$ cat config.mk
export PLATFORM = sky130hd
export DESIGN_NAME = trace_fifo
export DESIGN_NICKNAME = d
export VERILOG_FILES = /design/src/rtl/harness_pkg.sv /design/src/rtl/trace_fifo.sv
export SDC_FILE = /design/constraint.sdc
export NUM_CORES = 1
export LEC_CHECK = 0
export ABC_AREA = 1
export CORE_UTILIZATION = 45
export CTS_CLUSTER_DIAMETER = 150
export DETAILED_ROUTE_END_ITERATION = 16
export GPL_ROUTABILITY_DRIVEN = 0
export PLACE_DENSITY = 0.66
export SYNTH_ARGS = -nofsm -noshare
export SYNTH_HDL_FRONTEND = slang
export SYNTH_SLANG_ARGS = --single-unit
$ cat constraint.sdc
create_clock -name clk_i -period 4.5 [get_ports clk_i]
set_input_delay 0.9 -clock clk_i [delete_from_list [all_inputs] [get_ports clk_i]]
set_output_delay 0.9 -clock clk_i [all_outputs]
set_load 0.1 [all_outputs]
$ cat src/rtl/harness_pkg.sv
// Shared types and trace-entry layout for the regfile scan checker harness.
// A trace entry is packed as {cycle stamp, register index, write data}.
package harness_pkg;

    typedef enum logic [2:0] {
        IDLE       = 3'd0,
        RUN        = 3'd1,
        SCAN_ISSUE = 3'd2,
        SCAN_CMP   = 3'd3,
        DONE       = 3'd4
    } state_e;

    localparam int DEF_DATA_W = 32;
    localparam int DEF_ADDR_W = 5;
    localparam int DEF_CYC_W  = 16;
    localparam int TRACE_W    = DEF_CYC_W + DEF_ADDR_W + DEF_DATA_W;

    function automatic int trace_width(input int cyc_w, input int addr_w, input int data_w);
        return cyc_w + addr_w + data_w;
    endfunction

    function automatic int trace_reg_lsb(input int data_w);
        return data_w;
    endfunction

    function automatic int trace_cyc_lsb(input int addr_w, input int data_w);
        return addr_w + data_w;
    endfunction

endpackage

$ cat src/rtl/trace_fifo.sv
// Synchronous FIFO for writeback trace entries; head is read straight from storage,
// so a push into an empty FIFO becomes visible on the following cycle.
module trace_fifo
    import harness_pkg::*;
#(
    parameter int WIDTH = TRACE_W,
    parameter int DEPTH = 16
) (
    input  logic             clk_i,
    input  logic             rst_ni,
    input  logic             flush_i,
    input  logic             push_i,
    input  logic [WIDTH-1:0] wdata_i,
    input  logic             pop_i,
    output logic [WIDTH-1:0] rdata_o,
    output logic             full_o,
    output logic             empty_o
);

    localparam int AW = $clog2(DEPTH);
    localparam logic [AW:0] PTR_ZERO = {(AW + 1){1'b0}};
    localparam logic [AW:0] PTR_ONE  = {{AW{1'b0}}, 1'b1};

    logic [WIDTH-1:0] mem_q [DEPTH];
    logic [AW:0]      wptr_q, wptr_d;
    logic [AW:0]      rptr_q, rptr_d;
    logic             do_push_s;
    logic             do_pop_s;

    // Extra pointer bit distinguishes full from empty when the indices match.
    assign full_o    = (wptr_q[AW] != rptr_q[AW]) && (wptr_q[AW-1:0] == rptr_q[AW-1:0]);
    assign empty_o   = (wptr_q == rptr_q);
    assign do_pop_s  = pop_i && !empty_o;
    assign do_push_s = push_i && (!full_o || do_pop_s);
    assign rdata_o   = mem_q[rptr_q[AW-1:0]];

    // Next-state pointers; flush wins over any push or pop in the same cycle
    always_comb begin
        wptr_d = wptr_q;
        rptr_d = rptr_q;
        if (flush_i) begin
            wptr_d = PTR_ZERO;
            rptr_d = PTR_ZERO;
        end else begin
            if (do_push_s) begin
                wptr_d = wptr_q + PTR_ONE;
            end else begin
                wptr_d = wptr_q;
            end
            if (do_pop_s) begin
                rptr_d = rptr_q + PTR_ONE;
            end else begin
                rptr_d = rptr_q;
            end
        end
    end

    // Pointer registers
    always_ff @(posedge clk_i or negedge rst_ni) begin
        if (!rst_ni) begin
            wptr_q <= PTR_ZERO;
            rptr_q <= PTR_ZERO;
        end else begin
            wptr_q <= wptr_d;
            rptr_q <= rptr_d;
        end
    end

    // Entry storage
    always_ff @(posedge clk_i) begin
        if (do_push_s && !flush_i) begin
            mem_q[wptr_q[AW-1:0]] <= wdata_i;
        end
    end

endmodule

=== Word-level counts from Yosys, hierarchy flattened ===
Memory sizes are Yosys's and may differ from the RTL's.
Index checks and enable logic that the tools add are counted.

* Equal/unequal tests: 3
* Reduce and logical (&&, ||, !) cells: 10
* Add/subtract/negate cells: 2
* Multiplexer cells: 6

{| class="wikitable"
|+ Operator list
! operator !! number
|-
| $mux W5 || 4
|-
| $add A5 B1 Y5 const B || 2
|-
| $eq A5 B5 Y1 || 1
|-
| $eq A4 B4 Y1 || 1
|-
| $logic_and A1 B1 Y1 || 4
|-
| $reduce_bool A2 Y1 || 2
|-
| $logic_not A1 Y1 || 3
|-
| $mux W1 || 2
|-
| $logic_or A1 B1 Y1 || 1
|-
| $ne A1 B1 Y1 || 1
|}

* Memories kept: 1
* Bits in writable memories: 848
* Output and inout bits: 55
* Register bits after elaboration: 10

{| class="wikitable"
|+ Memory list
! memory !! depth !! width !! read ports !! clocked after Yosys merged registers in !! write ports !! RTL line !! RTL
|-
| mem_q || 16 || 53 || 1 || 0 || 1 || trace_fifo.sv:24 || <nowiki>logic [WIDTH-1:0] mem_q [DEPTH];</nowiki>
|}

=== Depth between registers and ports, before layout ===
Gate-level depths: netlist of the first run.

* Depth in word-level cells: 8
* Gate-level depth with buffers: 10

=== Worst setup path after synthesis of the first run ===
No wires, ideal clock.

* Kind: input-to-reg
* Start: input pop_i
* End: memory mem_q[10][0] in the netlist's numbering (enable)
* Stages: 5
* Buffers on the path: 1
* Slack: 0.438 ns
* Setup time: 0.465 ns
* Data arrival time: 3.597 ns
* Cell sequence: inv_1 > nand4_4 > nand3_2 > buf_6 > nor2_1

* Cells in the longest elaborated chain, start to end: 6

{| class="wikitable"
|+ Ends and longest elaborated chain
! item !! RTL line !! RTL
|-
| start, declared || trace_fifo.sv:14 || <nowiki>input logic pop_i,</nowiki>
|-
| $logic_and A1 B1 Y1 || trace_fifo.sv:33 || <nowiki>assign do_pop_s = pop_i && !empty_o;</nowiki>
|-
| $logic_or A1 B1 Y1 || trace_fifo.sv:34 || <nowiki>assign do_push_s = push_i && (!full_o || do_pop_s);</nowiki>
|-
| $logic_and A1 B1 Y1 || trace_fifo.sv:34 ||
|-
| $logic_and A1 B1 Y1 || trace_fifo.sv:71 || <nowiki>if (do_push_s && !flush_i) begin</nowiki>
|-
| $mux W1 || trace_fifo.sv:71 ||
|-
| $mux W1 (not written as such) || trace_fifo.sv:72 || <nowiki>mem_q[wptr_q[AW-1:0]] <= wdata_i;</nowiki>
|-
| end, declared || trace_fifo.sv:24 ||
|}

No other way between the ends.

=== Worst setup path in the final report of the first run ===
* Start: register rptr_q[0]
* End: output rdata_o[19]

* Cells in the longest elaborated chain, start to end: 1

{| class="wikitable"
|+ Ends and longest elaborated chain
! item !! RTL line !! RTL
|-
| start, declared || trace_fifo.sv:26 || <nowiki>logic [AW:0] rptr_q, rptr_d;</nowiki>
|-
| start signal, assigned || trace_fifo.sv:65 || <nowiki>rptr_q <= rptr_d;</nowiki>
|-
| $mem_v2 Z16 W53 || -- ||
|-
| end, declared || trace_fifo.sv:15 || <nowiki>output logic [WIDTH-1:0] rdata_o,</nowiki>
|}

No other way between the ends.

==> results of run 1 <==
[how the worst min path moves through the flow]
stage                                startpoint                    end  depth (start not counted)
final                     wptr_q[4]$_DFFE_PN0P_  wptr_q[4]$_DFFE_PN0P_                          2
after detailed placement  wptr_q[4]$_DFFE_PN0P_  wptr_q[4]$_DFFE_PN0P_                          2
after global placement    wptr_q[4]$_DFFE_PN0P_  wptr_q[4]$_DFFE_PN0P_                          2
after global routing      wptr_q[4]$_DFFE_PN0P_  wptr_q[4]$_DFFE_PN0P_                          2
after floorplan           wptr_q[4]$_DFFE_PN0P_  wptr_q[4]$_DFFE_PN0P_                          2
after CTS                 wptr_q[4]$_DFFE_PN0P_  wptr_q[4]$_DFFE_PN0P_                          2
[stage by stage]
| stage | power (mW) | hold slack (ps) |
|---|---|---|
| after floorplan | 10.7 | 530 |
| after global placement | 11.5 | 553 |
| after detailed placement | 11.6 | 567 |
| after CTS | 18.2 | 579 |
| after global routing | 18.6 | 612 |
| final | 18.1 | 572 |
[routing by layer]
layer / global-route usage / share of wire
met3: 0.0351 / 0.075
met2: 0.350 / 0.47
met4: 0.0741 / 0.024
met1: 0.315 / 0.43
met5: 0 / 0.00059
[critical path: stages (launching register included)]
cell,delay [ps]
dfrtp_4,540
inv_8,350
buf_4,530
nor2_1,100
o211ai_1,210
nand3_1,100
nand3_1,250
buf_12,220
[sequential cells by signal (all words and copies together) (netlist names)]
register and cells:
rptr_q 5, mem_q 848, wptr_q 5
[cell families (layout without fill, tap and decap cells)]
group	Yosys count	after routing	synth area share
buffers and inverters	190	337	0.0254
other	0	4	0
XOR/XNOR	7	7	0.00182
flip-flops	858	858	0.765
adder cells (fa/ha/maj)	5	5	0.00186
AO/OA/AOI/OAI	636	636	0.107
AND/OR/NAND/NOR	834	834	0.0991
[cell type report]
class | instances | area, sq um | share of cell area
well taps | 959 | 1200 | 0.0308
flip-flops and latches | 858 | 25700 | 0.660
repair buffers | 172 | 2270 | 0.0583
clock inverters | 39 | 364 | 0.00934
diodes | 4 | 10.0 | 0.000257
multi-input cells | 1482 | 7160 | 0.184
clock buffers | 109 | 2200 | 0.0563
inverters | 17 | 72.6 | 0.00186
[power groups by stage]
stage	Sequential, mW	Clock (mW)	Combinational, mW
after floorplan	9.02	0	1.66
after global placement	9.02	0	2.52
after detailed placement	9.03	0	2.56
after CTS	8.86	6.72	2.57
after global routing	8.86	7.04	2.74
final	8.86	6.65	2.56
[cells in the final DEF (no fill, tap or decap), drive strengths merged]
master	instances
xnor2	1
nand3	123
clkinv	27
diode	4
buf	115
nand4	6
edfxtp	848
clkbuf	109
inv	21
o22ai	106
clkdlybuf4s50	57
o211ai	106
dfrtp	10
nand3b	2
nand2	150
clkinvlp	2
o21ai	424
bufinv	6
ha	5
xor2	6
nor2	553
==> impl_metrics.yaml, run 1 <==
run_status:
  status: "finished clean"
critical_path:
  cp-end-kind: "primary output"
  cp.required_ps: 3600
  start_kind: "flop"
  critical_path_class: "flop to primary output"
  crit-reg2reg-launch: "rptr_q[2]$_DFFE_PN0P_"
  cp-endpoint: "rdata_o[19]"
  startpoint: "rptr_q[0]$_DFFE_PN0P_"
  arrival_ps: 3000
  cp_max_fo: 78
  r2r_end: "mem_q[11][24]$_DFFE_PP_"
  reg2reg_slack_ps: 1170
  r2r_cells: 10
timing:
  fin_worst_skew_ps: 15.1
  tightest_slew_ps: 1020
  fin_setup_tns_ps: 0
  grt_setup_unrepaired: "no"
  fin_crit_sh: 0.867
  hold_viol: 0
  maxSlewHeadroom: 0.323
  clock.fmax_mhz: 256
  min_period_ps: 3900
  setup_ws_ps: 598
  setup_viol: 0
  slew_viol_final: 0
placed_design:
  place_ws_ps: 1180
  dp_cells: 3488
  dp_hpwl_mm: 41.4
  port_buffers: 112
  dpl_cell_area_sq_mm: 0.0364
synthesis:
  synth_cell_types: 24
  synth_nets: 2593
  synthesis.area_sq_mm: 0.0336
  synthArstFlopShare: 0.0117
  synth_seq_cells: 858
  yosysTopAreaCell: "edfxtp_1"
  synth_common_cells: "848 x edfxtp_1, 552 x nor2_1, 378 x o21ai_0"
  synthFlopType: "edfxtp_1"
  syn_area_per_cell_sq_um: 13.3
  yosysSeqAreaShare: 0.765
  yosys-top-cells-area: "edfxtp_1 76%, nor2_1 6.2%, o21ai_0 5.6%"
  synth.most_common_cell: "edfxtp_1"
  yosysWarnings: 0
  synth-edff-count: 848
  yosysTopAreaCellShare: 0.758
  synthCells: 2530
pwr:
  intPower_mw: 13.4
  ir_worst_vdd_mv: 0.254
  switching_share: 0.260
  p_clk_frac: 0.368
  p_leak_nw: 12.7
  seqPwrFrac: 0.490
  power_frac_comb: 0.142
  power.density_mw_per_mm2: 463
  switchingPower_mw: 4.69
clock_network:
  cts_resized: 0
  clock_latency_ps: 640
  root_buffer: "clkbuf_16"
  cts_buffers: 83
  cts_tree: "yes"
  htreeDepth: 3
  clockBufferDepth: 3
  clk_pin_slew_ps: 60
  post_cts_buffers: 0
  cts_sinks: 858
  hold_buffers: 0
layout:
  area_growth_pct: 16.1
  final_nets: 2677
  fin_util: 0.531
  stdcell_area_sq_mm: 0.0390
  final_cells: 3640
  n_fill_cell: 5932
  drive_gt1_frac: 0.0949
global_routing:
  antenna_found_initial: 8
  overflow: 0
  grt_start_max_net_pins: 216
  grt_pass1_vias: 20500
  grt_use_total: 0.222
  grt_pass1_wl_mm: 125
detailed_routing:
  num_vias: 21200
  drt_iter0_drc: 2166
  wl_mm: 83.6
  ant_nets: 0
  vias_per_cell: 5.81
  wire_per_inst_um: 23.0
  drt_pass1_iterations: 5
  drc: 0
die:
  rows: 99
  ioPinCount: 113
  die_w_um: 275
  core_sq_mm: 0.0735
  fp.dieArea_sq_mm: 0.0758
  initial_core_util: 0.457
  die_height_um: 275
hold_path:
  hp-class: "flop to flop"
job:
  maxCapViolations: 0
(Power assumes the default switching activity.)
==> run 2, diff against run 1 <==
CELL_PAD_IN_SITES_DETAIL_PLACEMENT = 1   (was default)
CELL_PAD_IN_SITES_GLOBAL_PLACEMENT = 2   (was default)
CORE_UTILIZATION = 44   (was 45)
PLACE_DENSITY = 0.84   (was 0.66)
==> run 2 against run 1 <==
  * Sequential share of layout area down 0.063 points
  * Highest routed layer unchanged
  * Sequential cell count unchanged
  * Clock skew up 13 ps
  * Largest cell class unchanged
  * Critical endpoint is now rdata_o[46]
  * Die area up 2.3%
  * Final area about the same
  * Non-clock buffer count down 19
==> impl_metrics.yaml, run 2 (synthesized netlist as in run 1, its figures left out) <==
critical_path:
  arrival_ps: 3330
  critical_path.top_delay_family: "buffers and inverters"
  critical_path_class: "flop to primary output"
  cp_num_buf_inv: 3
  start_kind: "flop"
  cpPeakStageDelay_ps: 540
  cp_max_fo: 205
  crit_chain: "inv_8, buf_12, o21ai_0, o211ai_1, nand3_1, nand3_1, buf_12"
  slowest_stage: "dfrtp_4"
  cp.required_ps: 3600
  cp-end-kind: "primary output"
placed_design:
  port_buffers: 112
  dpl_cell_area_sq_mm: 0.0363
  dp_cells: 3479
  dp_hpwl_mm: 47.8
  place_ws_ps: 580
layout:
  final_nets: 2661
  area_growth_pct: 16.2
  largest_reg_flops: 848
  mostFrequentLayoutCells: "848 x edfxtp_1, 535 x nor2_1, 378 x o21ai_0"
  fin_util: 0.521
  n_fill_cell: 7279
  final_common_cell: "edfxtp_1"
  final_cells: 3638
  drive_gt1_frac: 0.0896
  stdcell_area_sq_mm: 0.0390
pwr:
  power.density_mw_per_mm2: 472
  power.total_mw: 18.4
  p_leak_nw: 12.7
  ir_worst_vdd_mv: 0.268
die:
  initial_core_util: 0.448
  ioPinCount: 113
  die_height_um: 278
  die_w_um: 278
  core_sq_mm: 0.0749
  rows: 100
  fp.dieArea_sq_mm: 0.0775
global_routing:
  overflow: 0
  grt_start_max_net_pins: 235
  grt_use_total: 0.242
  antenna_found_initial: 3
  grt_pass1_vias: 22800
  grt_pass1_wl_mm: 140
clock_network:
  cts_resized: 0
  clockBufferDepth: 3
  htreeDepth: 3
  post_cts_buffers: 0
  root_buffer: "clkbuf_16"
  clk_pin_slew_ps: 70
  hold_buffers: 0
  cts_tree: "yes"
  cts_sinks: 858
  cts_buffers: 86
  clock_latency_ps: 640
timing:
  fin_worst_skew_ps: 27.8
  fin_setup_tns_ps: 0
  min_period_ps: 4230
  hold_viol: 0
  grt_setup_unrepaired: "no"
  tightest_slew_ps: 1230
  slew_viol_final: 0
  clock.fmax_mhz: 236
  setup_viol: 0
  setup_ws_ps: 270
  maxSlewHeadroom: 0.176
  fin_crit_sh: 0.940
  whs_ps: 628
detailed_routing:
  num_vias: 21500
  wire_per_inst_um: 25.8
  drc: 0
  ant_nets: 0
  drt_iter0_drc: 1928
  drt_pass1_iterations: 6
  wl_mm: 93.8
  vias_per_cell: 5.90
run_status:
  status: "finished clean"
hold_path:
  hp-class: "flop to flop"
job:
  maxCapViolations: 0
==> run 2: changes by cell type in the layout (fill, tap and decap cells not counted) <==
cell,before,now
clkbuf_1,25,16
clkinv_2,13,11
buf_4,48,25
bufinv_16,6,5
clkinv_8,1,0
clkbuf_16,84,89
buf_12,67,71
clkinvlp_4,2,3
clkbuf_8,0,2
clkinv_1,13,27
diode_2,4,2
==> run 2: power breakdown <==
group	internal (mW)	switching, mW
Clock	3.93	3.00
Combinational	0.733	1.90
Sequential	8.84	0.0223
==> run 2: final timing paths <==
path	slack, ps	end	start	depth (start not counted)
max	270	rdata_o[46]	rptr_q[0]$_DFFE_PN0P_	7
min	630	wptr_q[4]$_DFFE_PN0P_	wptr_q[4]$_DFFE_PN0P_	2
max reg2reg	1090	mem_q[15][21]$_DFFE_PP_	rptr_q[0]$_DFFE_PN0P_	9
min reg2reg	630	wptr_q[4]$_DFFE_PN0P_	wptr_q[4]$_DFFE_PN0P_	2
max in group asynchronous	3400	rptr_q[1]$_DFFE_PN0P_	rst_ni	1
min in group asynchronous	640	wptr_q[4]$_DFFE_PN0P_	rst_ni	1
==> run 2: layout make-up <==
| cell class | count | area [sq um] | share of cell area |
|---|---|---|---|
| clock buffers | 107 | 2310 | 0.0593 |
| well taps | 969 | 1210 | 0.0311 |
| diodes | 2 | 5.00 | 0.000128 |
| flip-flops and latches | 858 | 25700 | 0.659 |
| inverters | 17 | 72.6 | 0.00186 |
| repair buffers | 153 | 2180 | 0.0558 |
| multi-input cells | 1482 | 7160 | 0.183 |
| clock inverters | 50 | 368 | 0.00942 |
==> run 2: worst register-to-register path, cell delays in order (launching register included) <==
cell and delay [ps]:
dfrtp_4 540, inv_8 240, nand2_1 130, nand2_1 160
nor2_2 90, nand4_4 140, nand3_2 120, buf_12 220
nor2_4 920, buf_4 500
==> run 2: per-layer routing <==
layer,up-vias,global-route usage,part of all wire
met5,-,0,0.00014
met4,2,0.0902,0.029
met3,164,0.0380,0.056
met2,658,0.407,0.50
met1,11200,0.317,0.42
li1,9487,-,-
